`src/rtl/alu_pkg.sv`:
```
// Shared opcode and state definitions for the sequential ALU.
package alu_pkg;

   localparam int unsigned OPC_W = 4;

   // 4-bit opcode map inherited from the single-cycle ALU, plus the new carry/multiply ops
   typedef enum logic [OPC_W-1:0] {
      OP_NOP  = 4'h0,
      OP_XOR  = 4'h1,
      OP_BNE  = 4'h2,
      OP_ADD  = 4'h3,
      OP_LSH  = 4'h4,
      OP_RSH  = 4'h5,
      OP_SELB = 4'h6,
      OP_SELA = 4'h7,
      OP_PARI = 4'h8,
      OP_NOPB = 4'h9,
      OP_OR   = 4'hA,
      OP_SUB  = 4'hB,
      OP_ADC  = 4'hC,
      OP_SBB  = 4'hD,
      OP_MUL  = 4'hE,
      OP_ILL  = 4'hF
   } opcode_e;

   // Control states: waiting for work, iterating a multiply, holding a result
   typedef enum logic [1:0] {
      S_IDLE = 2'd0,
      S_MUL  = 2'd1,
      S_DONE = 2'd2
   } state_e;

   // Opcodes that produce a zero result and raise the illegal flag
   function automatic logic is_illegal(input opcode_e op);
      return (op == OP_NOP) || (op == OP_ILL);
   endfunction

endpackage

```
`src/rtl/alu_seq_if.sv`:
```
// Request/response handshake bundle between the operand-read stage and the ALU.
interface alu_seq_if #(
   parameter int unsigned W = 8,
   parameter int unsigned A = 3
);

   logic         in_valid;
   logic         in_ready;
   logic [A:0]   alu_cmd;
   logic [W-1:0] inA;
   logic [W-1:0] inB;
   logic         out_valid;
   logic         out_ready;
   logic [W-1:0] rslt;
   logic [W-1:0] rslt_hi;
   logic         sc_o;
   logic         zero;
   logic         pari;
   logic         illegal;
   logic         cflag;

   // Controller side: offers operations and consumes results
   modport master (
      output in_valid, alu_cmd, inA, inB, out_ready,
      input  in_ready, out_valid, rslt, rslt_hi, sc_o, zero, pari, illegal, cflag
   );

   // ALU side
   modport slave (
      input  in_valid, alu_cmd, inA, inB, out_ready,
      output in_ready, out_valid, rslt, rslt_hi, sc_o, zero, pari, illegal, cflag
   );

endinterface

```
`src/rtl/alu_mul_iter.sv`:
```
// Iterative unsigned shift-add multiplier, one multiplier bit per cycle for W cycles.
// product presents the value the accumulator takes at the coming edge, so it is
// final while done is high and the owner can capture it on that same edge.
module alu_mul_iter #(
   parameter int unsigned W = 8
) (
   input  logic           clk,
   input  logic           reset,
   input  logic           start,
   input  logic [W-1:0]   a,
   input  logic [W-1:0]   b,
   output logic           busy,
   output logic           done,
   output logic [2*W-1:0] product
);

   localparam int unsigned CW = $clog2(W + 1);

   logic [W-1:0]  mcand;
   logic [W-1:0]  acc_hi;
   logic [W-1:0]  acc_lo;
   logic [CW-1:0] cnt;
   logic [W:0]    sum;
   logic [2*W-1:0] acc_nxt;

   // One shift-add step: add multiplicand when the current multiplier bit is set, then shift right
   always_comb begin
      sum     = {1'b0, acc_hi} + (acc_lo[0] ? {1'b0, mcand} : '0);
      acc_nxt = {sum, acc_lo[W-1:1]};
      product = acc_nxt;
      busy    = (cnt != '0);
      done    = (cnt == CW'(1));
   end

   // Operand load on start, otherwise iterate while steps remain
   always_ff @(posedge clk or posedge reset) begin
      if (reset) begin
         mcand  <= '0;
         acc_hi <= '0;
         acc_lo <= '0;
         cnt    <= '0;
      end else if (start) begin
         mcand  <= a;
         acc_hi <= '0;
         acc_lo <= b;
         cnt    <= CW'(W);
      end else if (busy) begin
         {acc_hi, acc_lo} <= acc_nxt;
         cnt              <= cnt - CW'(1);
      end
   end

endmodule

```
`src/rtl/alu_seq.sv`:
```
// Registered ALU with valid/ready on both sides, carry-chained add/sub,
// a carry/zero/parity flag set and an iterative W-cycle multiply.
module alu_seq
   import alu_pkg::*;
#(
   parameter int unsigned W = 8,
   parameter int unsigned A = 3
) (
   input  logic     clk,
   input  logic     reset,
   alu_seq_if.slave bus
);

   state_e state;
   state_e state_nxt;

   logic         rdy;
   logic         load_alu;
   logic         mul_start;
   logic         load_mul;
   logic [A:0]   cmd;
   opcode_e      op;

   logic [W-1:0] res_c;
   logic         sc_c;
   logic         ill_c;
   logic [W:0]   ext;

   logic         mul_busy;
   logic         mul_done;
   logic [2*W-1:0] mul_prod;

   logic         valid_q;
   logic [W-1:0] rslt_q;
   logic [W-1:0] hi_q;
   logic         sc_q;
   logic         zero_q;
   logic         pari_q;
   logic         ill_q;
   logic         cflag_q;

   assign cmd = bus.alu_cmd;
   assign op  = opcode_e'(cmd);

   // State register
   always_ff @(posedge clk or posedge reset) begin
      if (reset) state <= S_IDLE;
      else       state <= state_nxt;
   end

   // Next state, acceptance and load strobes
   always_comb begin
      state_nxt = state;
      rdy       = 1'b0;
      load_alu  = 1'b0;
      mul_start = 1'b0;
      load_mul  = 1'b0;
      case (state)
         S_IDLE: begin
            rdy = 1'b1;
         end
         S_MUL: begin
            if (mul_busy && mul_done) begin
               load_mul  = 1'b1;
               state_nxt = S_DONE;
            end
         end
         S_DONE: begin
            if (bus.out_ready) begin
               rdy       = 1'b1;
               state_nxt = S_IDLE;
            end
         end
         default: state_nxt = S_IDLE;
      endcase
      // A new op can start from IDLE or replace a result being consumed this cycle
      if (rdy && bus.in_valid) begin
         if (op == OP_MUL) begin
            mul_start = 1'b1;
            state_nxt = S_MUL;
         end else begin
            load_alu  = 1'b1;
            state_nxt = S_DONE;
         end
      end
   end

   assign bus.in_ready = rdy;

   // Single-cycle result, carry/borrow and illegal flag for the offered opcode
   always_comb begin
      res_c = '0;
      sc_c  = 1'b0;
      ill_c = 1'b0;
      ext   = '0;
      case (op)
         OP_XOR:  res_c = bus.inB ^ bus.inA;
         OP_BNE:  res_c = W'(bus.inA != '0);
         OP_ADD: begin
            ext   = {1'b0, bus.inA} + {1'b0, bus.inB};
            res_c = ext[W-1:0];
            sc_c  = ext[W];
         end
         OP_LSH:  res_c = (bus.inA >= W'(W)) ? '0 : (bus.inB << bus.inA);
         OP_RSH:  res_c = (bus.inA >= W'(W)) ? '0 : (bus.inB >> bus.inA);
         OP_SELB: res_c = bus.inB;
         OP_SELA: res_c = bus.inA;
         OP_PARI: res_c = W'(^bus.inB);
         OP_NOPB: res_c = bus.inB;
         OP_OR:   res_c = bus.inA | bus.inB;
         OP_SUB: begin
            ext   = {1'b0, bus.inA} - {1'b0, bus.inB};
            res_c = ext[W-1:0];
            sc_c  = ext[W];
         end
         OP_ADC: begin
            ext   = {1'b0, bus.inA} + {1'b0, bus.inB} + (W+1)'(cflag_q);
            res_c = ext[W-1:0];
            sc_c  = ext[W];
         end
         OP_SBB: begin
            // Borrow out of the W+1-bit difference is A < B + cflag
            ext   = {1'b0, bus.inA} - {1'b0, bus.inB} - (W+1)'(cflag_q);
            res_c = ext[W-1:0];
            sc_c  = ext[W];
         end
         OP_MUL:  res_c = '0;
         OP_NOP,
         OP_ILL:  ill_c = is_illegal(op);
         default: res_c = '0;
      endcase
   end

   alu_mul_iter #(.W(W)) u_mul (
      .clk     (clk),
      .reset   (reset),
      .start   (mul_start),
      .a       (bus.inA),
      .b       (bus.inB),
      .busy    (mul_busy),
      .done    (mul_done),
      .product (mul_prod)
   );

   // Result and flag registers; cflag follows sc_o on every result
   always_ff @(posedge clk or posedge reset) begin
      if (reset) begin
         valid_q <= 1'b0;
         rslt_q  <= '0;
         hi_q    <= '0;
         sc_q    <= 1'b0;
         zero_q  <= 1'b0;
         pari_q  <= 1'b0;
         ill_q   <= 1'b0;
         cflag_q <= 1'b0;
      end else begin
         valid_q <= (state_nxt == S_DONE);
         if (load_alu) begin
            rslt_q  <= res_c;
            hi_q    <= '0;
            sc_q    <= sc_c;
            zero_q  <= (res_c == '0);
            pari_q  <= ^res_c;
            ill_q   <= ill_c;
            cflag_q <= sc_c;
         end else if (load_mul) begin
            rslt_q  <= mul_prod[W-1:0];
            hi_q    <= mul_prod[2*W-1:W];
            sc_q    <= (mul_prod[2*W-1:W] != '0);
            zero_q  <= (mul_prod == '0);
            pari_q  <= ^mul_prod[W-1:0];
            ill_q   <= 1'b0;
            cflag_q <= (mul_prod[2*W-1:W] != '0);
         end
      end
   end

   assign bus.out_valid = valid_q;
   assign bus.rslt      = rslt_q;
   assign bus.rslt_hi   = hi_q;
   assign bus.sc_o      = sc_q;
   assign bus.zero      = zero_q;
   assign bus.pari      = pari_q;
   assign bus.illegal   = ill_q;
   assign bus.cflag     = cflag_q;

endmodule

```
`src/flat_wrapper.sv`:
```
// flat-port wrapper written by rule: the top's interface ports become plain ports
module alu_seq_flat import alu_pkg::*;
#(
   parameter int unsigned W = 8,
   parameter int unsigned A = 3
)
  (clk, reset, bus_in_valid, bus_alu_cmd, bus_inA, bus_inB, bus_out_ready, bus_in_ready, bus_out_valid, bus_rslt, bus_rslt_hi, bus_sc_o, bus_zero, bus_pari, bus_illegal, bus_cflag);
  alu_seq_if #(.W(W), .A(A)) bus_i ();
  input  logic clk;
  input  logic reset;
  input wire logic [$bits(bus_i.in_valid)-1:0] bus_in_valid;
  input wire logic [$bits(bus_i.alu_cmd)-1:0] bus_alu_cmd;
  input wire logic [$bits(bus_i.inA)-1:0] bus_inA;
  input wire logic [$bits(bus_i.inB)-1:0] bus_inB;
  input wire logic [$bits(bus_i.out_ready)-1:0] bus_out_ready;
  output wire logic [$bits(bus_i.in_ready)-1:0] bus_in_ready;
  output wire logic [$bits(bus_i.out_valid)-1:0] bus_out_valid;
  output wire logic [$bits(bus_i.rslt)-1:0] bus_rslt;
  output wire logic [$bits(bus_i.rslt_hi)-1:0] bus_rslt_hi;
  output wire logic [$bits(bus_i.sc_o)-1:0] bus_sc_o;
  output wire logic [$bits(bus_i.zero)-1:0] bus_zero;
  output wire logic [$bits(bus_i.pari)-1:0] bus_pari;
  output wire logic [$bits(bus_i.illegal)-1:0] bus_illegal;
  output wire logic [$bits(bus_i.cflag)-1:0] bus_cflag;
  assign bus_i.in_valid = bus_in_valid;
  assign bus_i.alu_cmd = bus_alu_cmd;
  assign bus_i.inA = bus_inA;
  assign bus_i.inB = bus_inB;
  assign bus_i.out_ready = bus_out_ready;
  assign bus_in_ready = bus_i.in_ready;
  assign bus_out_valid = bus_i.out_valid;
  assign bus_rslt = bus_i.rslt;
  assign bus_rslt_hi = bus_i.rslt_hi;
  assign bus_sc_o = bus_i.sc_o;
  assign bus_zero = bus_i.zero;
  assign bus_pari = bus_i.pari;
  assign bus_illegal = bus_i.illegal;
  assign bus_cflag = bus_i.cflag;
  alu_seq #(.W(W), .A(A)) u_core (.clk(clk), .reset(reset), .bus(bus_i));
endmodule
```
`config.mk`:
```
export PLATFORM = sky130hd
export DESIGN_NAME = alu_seq_flat
export DESIGN_NICKNAME = d
export VERILOG_FILES = /design/src/rtl/alu_pkg.sv /design/src/rtl/alu_seq_if.sv /design/src/rtl/alu_mul_iter.sv /design/src/rtl/alu_seq.sv /design/src/flat_wrapper.sv
export SDC_FILE = /design/constraint.sdc
export NUM_CORES = 1
export LEC_CHECK = 0
export ABC_AREA = 0
export BUFFER_PORTS_ARGS = -buffer_cell sky130_fd_sc_hd__buf_2
export CAP_MARGIN = 30
export CORE_AREA = 2 2 145 147
export CTS_CLUSTER_SIZE = 30
export DETAILED_ROUTE_END_ITERATION = 10
export DIE_AREA = 0 0 147 149
export HOLD_SLACK_MARGIN = 0.08
export PLACE_DENSITY_LB_ADDON = 0.1
export SLEW_MARGIN = 20
export SYNTH_ARGS = -nofsm -noshare
export SYNTH_HDL_FRONTEND = slang
export SYNTH_SLANG_ARGS = --single-unit
```
`constraint.sdc`:
```
create_clock -name clk -period 2.5 [get_ports clk]
set_clock_uncertainty 0.15 [all_clocks]
set_input_delay 0.375 -clock clk [delete_from_list [all_inputs] [get_ports clk]]
set_output_delay 0.375 -clock clk [all_outputs]
set_load 0.01 [all_outputs]
```
== Word level (Yosys, flattened, before mapping) ==
Cells that the tools add are included.
W data, S select, Z words.

* Input port bits: 24
* Bits in registers: 51
* Output and inout port bits: 23
* Memory bits (writable): 0
* Memories kept: 0
* ROM bits: 0
* Latch bits: 0

* Eq/ne operators: 19
* Multiply operators: 0
* Shift-type cells: 2
* Bitwise operators: 2
* Order comparisons: 1
* Multiplexer cells: 37
* Add/subtract/negate cells: 6
* Divide/modulo/power cells: 0
* Reduce and logical (&&, ||, !) cells: 17

{| class="wikitable"
|+ Operator list
! operator !! number
|-
| $pmux W8 S12 || 1
|-
| $mux W8 || 11
|-
| $eq A4 B4 Y1 const B || 8
|-
| $reduce_xor A8 Y1 || 3
|-
| $eq A4 B3 Y1 const B || 4
|-
| $logic_not A16 Y1 || 1
|-
| $mux W1 || 16
|-
| $reduce_bool A8 Y1 || 2
|-
| $add A8 B8 Y9 || 1
|-
| $add A8 B9 Y9 || 1
|-
| $add A9 B1 Y9 || 1
|-
| $sub A8 B8 Y9 || 1
|-
| $sub A9 B1 Y9 || 1
|-
| $eq A4 B1 Y1 const B || 2
|-
| $eq A4 B2 Y1 const B || 2
|-
| $ge A8 B4 Y1 const B || 1
|-
| $logic_not A8 Y1 || 1
|-
| $mux W2 || 4
|-
| $mux W4 || 2
|-
| $or A8 B8 Y8 || 1
|-
| $shl A8 B8 Y8 || 1
|-
| $shr A8 B8 Y8 || 1
|-
| $xor A8 B8 Y8 || 1
|-
| $pmux W2 S3 || 1
|-
| other kinds (12) || 16
|}

== Longest topological paths before layout ==
Gate-level depths: netlist of the first run.

* Depth in word-level cells: 6
* Gate-level depth with buffers: 16
* Mapped depth without buffers: 15

== By module ==
Synthesis of the first run repeated with hierarchy kept, for this count alone.

* Cells, all modules: 634
* Area total of the unflattened synthesis: 5405.2 µm²

{| class="wikitable"
|+ Modules (own cells, without submodules)
! module !! cells an instance !! sequential area each (µm²) !! instances !! area an instance (µm²)
|-
| alu_seq || 471 || 575.6 || 1 || 3686.0
|-
| alu_mul_iter || 163 || 700.7 || 1 || 1719.1
|}

== Worst setup path after synthesis of the first run ==
OpenSTA, ideal clock, no wires.

* Kind: input port to flip-flop
* Start: in bus_inA[0]
* End: reg u_core.pari_q, in the netlist u_core.bus.pari
* Data arrival time: 3.753 ns
* Data required time: 2.215 ns
* Path slack: -1.539 ns
* Cell stages on the path: 15
* Cell sequence: clkbuf_1 > clkinv_1 > ha_1 > fa_1 > or2_4 > a211o_1 > a211o_1 > a2111oi_4 > xor2_1 > o221ai_1 > nor3_2 > ha_1 > xnor2_1 > xnor2_1 > o21ai_0

* Longest elaborated chain between the ends: 5
* Elaborated cells on any way between the ends: 15

{| class="wikitable"
|+ Ends and longest elaborated chain
! what !! RTL line !! text
|-
| start: declaration || flat_wrapper.sv:13 || <nowiki>input wire logic [$bits(bus_i.inA)-1:0] bus_inA;</nowiki>
|-
| $sub A8 B8 Y9 (tied with other cells) || alu_seq.sv:112, alu_seq.sv:123 ||
|-
| $sub A9 B1 Y9 (tied with other cells) || alu_seq.sv:123 || <nowiki>ext = {1'b0, bus.inA} - {1'b0, bus.inB} - (W+1)'(cflag_q);</nowiki>
|-
| $pmux W8 S12 (*) || alu_seq.sv:96 || <nowiki>case (op)</nowiki>
|-
| $reduce_xor A8 Y1 (*) || alu_seq.sv:163 || <nowiki>pari_q <= ^res_c;</nowiki>
|-
| $mux W1 (*) || alu_seq.sv:158 || <nowiki>if (load_alu) begin</nowiki>
|-
| end signal: assignment || alu_seq.sv:163 ||
|-
| end signal: assignment || alu_seq.sv:171 || <nowiki>pari_q <= ^mul_prod[W-1:0];</nowiki>
|-
| end: declaration || alu_seq.sv:38 || <nowiki>logic pari_q;</nowiki>
|}

Every way passes the cells marked *; elsewhere a longest branch is shown, timed or not.
A chain may end at the register's enable or synchronous reset.

== Worst setup path after layout of the first run ==
Ends and elaborated chain as after synthesis.

==> results.cfg, run 1 <==
[power_and_ir_drop]
clkPwrFrac_pct = 17.6
p_seq_share_pct = 24.3
p_int_mw = 3.14
p_comb_share_pct = 58.1
switching_share_pct = 37.5
p_leak_nw = 3.55
peakVddDrop_v = 0.000283
p_per_area_nw_per_um2 = 630
switchingPower_mw = 1.88

[routing]
drc = 0
wirelength_um = 20500
dr.pass1.iters = 7
via_per_inst = 4.98
wl_per_cell_um = 18.3
dr.first_iter.drc_count = 296
vias = 5564
ant_nets = 0

[worst_setup_path]
cp_slowest_cell = fa_2
r2r_cells = 12
crit_top_cell = a211o_1
path_cells = buf_8 -> clkinv_8 -> ha_4 -> fa_2 -> or2_4 -> a211o_1 -> a211o_1 -> a2111oi_4 -> xor2_1 -> o221ai_1 -> nor3_2 -> ha_1 -> xnor2_2 -> xnor2_1 -> o21ai_1
cp_slowest_stage_delay_ps = 360
worstPathRequired_ps = 2530
crit_type = primary input to flip-flop
cp.depth = 15
path_delay_family = compound AO/OA/AOI/OAI gates
endpoint = u_core.bus.pari
end_kind = flip-flop
r2r_end = u_core.bus.pari
cp.arrival_ps = 3440
start_kind = primary input
cp_max_fo = 2
critPathLaunch = bus_inA[0]
rrSetupSlack_ps = -340
cp.buffers_inverters = 2
reg2reg_from = u_core.bus.sc_o

[placement]
io_buffers = 46
dp_slack_ps = -1370
place_inst = 1085
hpwlAfterDp_um = 16100
gp_congestion = 0.893

[floorplanning]
dieArea_um2 = 21900
initial_core_util_pct = 24.5
fp.dieW_um = 147
coreArea_um2 = 20600
die_y_um = 149
ios = 47
rows = 53

[status]
violations = negative setup slack
outcome = complete, but fails checks

[yosys]
yosysWarnings = 0
syn_inst = 614
synth_area_leaders = dfrtp_1, ha_1, nor2_1
syn_nets = 687
synth_compound_area_share_pct = 24.5
synth_xor_area_share_pct = 6.94
synth_cell_types = 72
synth_top_area_cell = dfrtp_1
synth-adder-area-share_pct = 12.6
synth.top_cell.area_share_pct = 25.4
synth.avg_cell_area_um2 = 8.19
ys.flop_type = dfrtp_1
synthMuxAreaShare_pct = 4.80
seq_area_frac_synth_pct = 25.4
ys_ff_latch = 51
synth-simple-area-share_pct = 20.3
synth_edf_count = 0
synth_area_um2 = 5030
synth_top_family_by_area = compound AO/OA/AOI/OAI gates
async_reset_ff_share_pct = 100

[clocking]
clockRootBuffer = clkbuf_16
cts_tree = yes
max-clock-path-buffers = 2
clkSinkCount = 51
clk_pin_slew_ps = 70
clk_latency_ps = 290
cts.htree.levels = 2
cts_buffers = 5

[timing]
rsz0062_at_grt = true
period_needed_ps = 3410
worst_slew_pin_slew_ps = 729
finalHoldViolCount = 0
fin_crit_sh_pct = 137
setup_slack_ps = -914
drv_slew = 0
fmax_mhz = 293
relSlewSlack_pct = 51.4
setup_viol = 10

[layout]
area_growth_pct = 58.4
nets = 914
final_core_util_pct = 38.8
drive_above_1_share_pct = 44.5
fin_cells = 1117
diodes = 0

[global_routing]
grt.busiest_layer = met2
antenna_found_initial = 0
grt_overflow_total = 0
grt_pass1_wl_um = 31000
use_met1_pct = 24.3
grtUsageMet2_pct = 31.8
grt_pass1_vias = 5455
met3_usage_pct = 1.62
grt_max_degree = 37
grt_usage_pct = 18.4

[flow_run]
cap_violations = 0

[hold_path]
hold_path.class = primary input to flip-flop
## worst reg2reg max path: cells and delay by family (launching register included)
kind	cells	cell delay, ps
simple gates	3	490
fa+ha+maj	2	550
flops	1	420
compound gates	3	550
buf+inv	1	70
xor+xnor	3	510
## per-layer routing
layer / up-vias / wire length, um
li1: 2703 / -
met1: 2665 / 9180
met2: 162 / 10000
met3: 34 / 716
met4: 0 / 525
met5: - / 0
## timing repair
action	4_1_cts	5_1_grt
pin swaps	29	46
setup endpoints to repair	12	15
resized for setup	81	63
cloned	0	0
hold endpoints to repair	15	0
hold buffers	1	0
setup buffers	19	14
## flip-flops by register name, summed over array words and instances (netlist names)
| register | flops |
|---|---|
| u_core.u_mul.cnt | 4 |
| u_core.bus.pari | 1 |
| u_core.bus.sc_o | 1 |
| u_core.u_mul.mcand | 8 |
| u_core.bus.illegal | 1 |
| u_core.state | 2 |
| u_core.bus.rslt | 8 |
| u_core.u_mul.acc_hi | 8 |
| u_core.bus.rslt_hi | 8 |
| u_core.bus.zero | 1 |
| u_core.u_mul.acc_lo | 8 |
| u_core.bus.out_valid | 1 |
## how the worst min path moves through the flow
| stage | to | slack, ps | cells after the start | start |
|---|---|---|---|---|
| 4_1_cts | u_core.bus.out_valid | 270 | 3 | bus_in_valid |
| 6_report | u_core.bus.out_valid | 280 | 3 | bus_in_valid |
| 5_1_grt | u_core.bus.out_valid | 300 | 3 | bus_in_valid |
| 2_1_floorplan | u_core.u_mul.mcand[0] | 320 | 1 | u_core.u_mul.mcand[0] |
| 3_3_place_gp | u_core.state[1] | 230 | 2 | reset |
| 3_5_place_dp | u_core.state[1] | 240 | 2 | reset |
## Yosys cell counts, types with 3 or more instances
cell type / number
nor2_1: 70
a21oi_1: 51
dfrtp_1: 51
ha_1: 46
inv_1: 39
nand3_1: 29
xnor2_1: 29
nand2_1: 28
clkbuf_1: 26
o21ai_0: 25
nor3_1: 17
a211oi_1: 14
and2_1: 11
o22ai_1: 11
a22oi_1: 10
nand2b_1: 10
mux2_2: 9
xor2_1: 9
o21ai_1: 8
a211o_1: 7
and3_1: 6
a221oi_1: 5
mux2i_1: 5
nor2b_1: 5
o21bai_1: 5
o221ai_1: 5
o31ai_1: 5
mux4_2: 4
nand3b_1: 4
nand4_1: 4
nor3b_1: 4
o2111ai_1: 4
o211ai_1: 4
or3_1: 4
a2111oi_0: 3
a21o_1: 3
fa_1: 3
## area by class of cell
cell class | count | area (um^2)
fill | 2145 | 12600
multi-input combinational | 493 | 4110
timing repair buffer | 249 | 1880
sequential | 51 | 1280
tap | 275 | 344
inverter | 41 | 170
clock buffer | 6 | 129
clock inverter | 2 | 60.1
## through the flow
stage	hold slack (ps)	TNS (ps)	power (mW)	area, um^2
5_1_grt	303	-5070	5.41	7970
3_5_place_dp	236	-8860	3.73	6880
4_1_cts	275	-3760	4.81	7580
3_3_place_gp	225	-8550	3.69	6880
2_1_floorplan	322	-3860	2.66	5090
6_report	276	-3910	5.02	7970
## cell families (layout without fill, tap and decap cells)
logic type      count (synthesis)  in the layout
simple gates                  205            205
compound gates                182            182
buf+inv                        70            298
flops                          51             51
fa+ha+maj                      49             49
xor+xnor                       39             39
mux                            18             18
## cell usage in the layout (no fill, tap or decap), types with 5 or more instances in the layout
cell / count
a211o_1: 7
nor2_1: 62
nor2_2: 6
xor2_1: 7
nand3_1: 24
a21oi_1: 43
o21ai_0: 22
ha_1: 32
and2_1: 7
o21ai_2: 6
clkbuf_16: 5
nand2b_1: 10
a211oi_1: 13
a22oi_1: 10
xnor2_1: 22
o22ai_1: 10
buf_2: 43
buf_4: 179
ha_4: 11
o21ai_1: 5
xnor2_2: 7
nor2b_1: 5
a21oi_2: 5
buf_6: 23
mux2_2: 9
nor3_1: 12
inv_2: 6
inv_1: 33
nand2_1: 26
nand3_2: 5
dfrtp_1: 51
mux2i_1: 5
## power groups by stage
stage	logic, mW	clock network (mW)	registers (mW)
2_1_floorplan	1.45	0	1.21
3_3_place_gp	2.47	0	1.22
3_5_place_dp	2.50	0	1.23
4_1_cts	2.69	0.911	1.21
5_1_grt	3.22	0.933	1.26
6_report	2.92	0.883	1.22
Note: power is estimated with default switching activity, not from simulation.
==> inputs of run 2 (changes only) <==
- ABC_AREA: 0 -> unset
- SKIP_CTS_REPAIR_TIMING: unset -> 1
==> results.cfg, run 2 (synthesized netlist as in run 1, its figures left out) <==
[floorplanning]
rows = 53
coreArea_um2 = 20600
fp.dieW_um = 147
ios = 47
die_y_um = 149
dieArea_um2 = 21900
initial_core_util_pct = 24.5

[routing]
wl_per_cell_um = 18.2
via_per_inst = 4.93
ant_nets = 0
wirelength_um = 20100
vias = 5451
dr.pass1.iters = 6
drc = 0
dr.first_iter.drc_count = 281

[layout]
fin_cells = 1106
final_cell_mix = buf_4, nor2_1, dfrtp_1, a21oi_1, buf_2
area_growth_pct = 54.0
layout_commonest_cell = buf_4
drive_above_1_share_pct = 42.4
diodes = 0
final_area_um2 = 7750
final_core_util_pct = 37.7
nets = 903

[worst_setup_path]
start_kind = primary input
crit_type = primary input to flip-flop
cp.arrival_ps = 3450
worstPathRequired_ps = 2520
r2r_cells = 12
end_kind = flip-flop
reg2reg_from = u_core.bus.sc_o
cp_max_fo = 3
critPathLaunch = bus_inA[0]

[hold_path]
hold_depth = 3
hold_path.class = primary input to flip-flop
holdCritStartpoint = bus_in_valid

[placement]
io_buffers = 46
dp_slack_ps = -1370
place_inst = 1085
placed_area_um2 = 6880
hpwlAfterDp_um = 16100
gp_congestion = 0.893

[clocking]
clk_latency_ps = 290
cts_tree = yes
cts.htree.levels = 2
cts_buffers = 5
clockRootBuffer = clkbuf_16
max-clock-path-buffers = 2
clk_pin_slew_ps = 70
clkSinkCount = 51

[timing]
setup_slack_ps = -921
setup_viol = 9
drv_slew = 0
worst_slew_pin_slew_ps = 715
relSlewSlack_pct = 52.3
period_needed_ps = 3420
finalHoldViolCount = 0
setup_tns_ps = -3210
fmax_mhz = 292
rsz0062_at_grt = true
fin_crit_sh_pct = 137

[global_routing]
grt_overflow_total = 0
grt_max_degree = 37
antenna_found_initial = 0
grt_usage_pct = 17.9
grt_pass1_vias = 5303
grt_pass1_wl_um = 30200

[status]
violations = negative setup slack
outcome = complete, but fails checks

[flow_run]
cap_violations = 0

[power_and_ir_drop]
p_per_area_nw_per_um2 = 630
p_leak_nw = 3.46
peakVddDrop_v = 0.000266
==> run 2: cell count changes in the layout (fill, tap and decap cells not counted), sizes merged <==
| cell | previous run | this run |
|---|---|---|
| buf | 248 | 237 |
==> run 2: worst max-delay path, cell delays in order <==
cell	delay, ps
buf_8	90
clkinv_8	40
ha_4	160
fa_2	350
or2_4	240
a211o_1	270
a211o_1	340
a2111oi_4	380
xor2_1	210
o221ai_2	130
nor3_2	170
ha_1	290
xnor2_2	150
xnor2_1	160
o21ai_1	90
==> run 2: metal layers <==
metal	wire length, um	vias up	track usage [%]
li1	-	2673	-
met4	428	0	5.58
met2	9930	134	30.9
met3	608	22	1.41
met1	9170	2622	23.9
met5	0	-	0
==> run 2: worst paths after layout <==
| path | end | slack, ps |
|---|---|---|
| worst max-delay path | u_core.bus.pari | -920 |
| worst min-delay path | u_core.bus.out_valid | 270 |
| worst max register to register | u_core.bus.pari | -280 |
| worst min register to register | u_core.bus.rslt_hi[0] | 350 |
| max in group asynchronous | u_core.u_mul.acc_hi[5] | 1140 |
| min in group asynchronous | u_core.state[1] | 450 |
==> run 2: area by class of cell <==
type | count | area, um^2
fillers | 2155 | 12800
flip-flops and latches | 51 | 1280
inverters | 41 | 170
multi-input cells | 493 | 4010
clock inverters | 2 | 60.1
repair buffers | 238 | 1760
well taps | 275 | 344
clock buffers | 6 | 129
==> run 2: per-stage QoR <==
stage / hold WS (ps) / total power, mW
CTS: -85.7 / 4.64
global placement: 225 / 3.69
global route: 303 / 5.27
detailed placement: 236 / 3.73
floorplan: 322 / 2.66
finish: 274 / 4.88
==> run 2: report_power, final <==
group          internal, mW  switching, mW  total (mW)
sequential             1.05          0.164        1.22
combinational          1.42           1.36        2.78
clock                 0.574          0.308       0.882
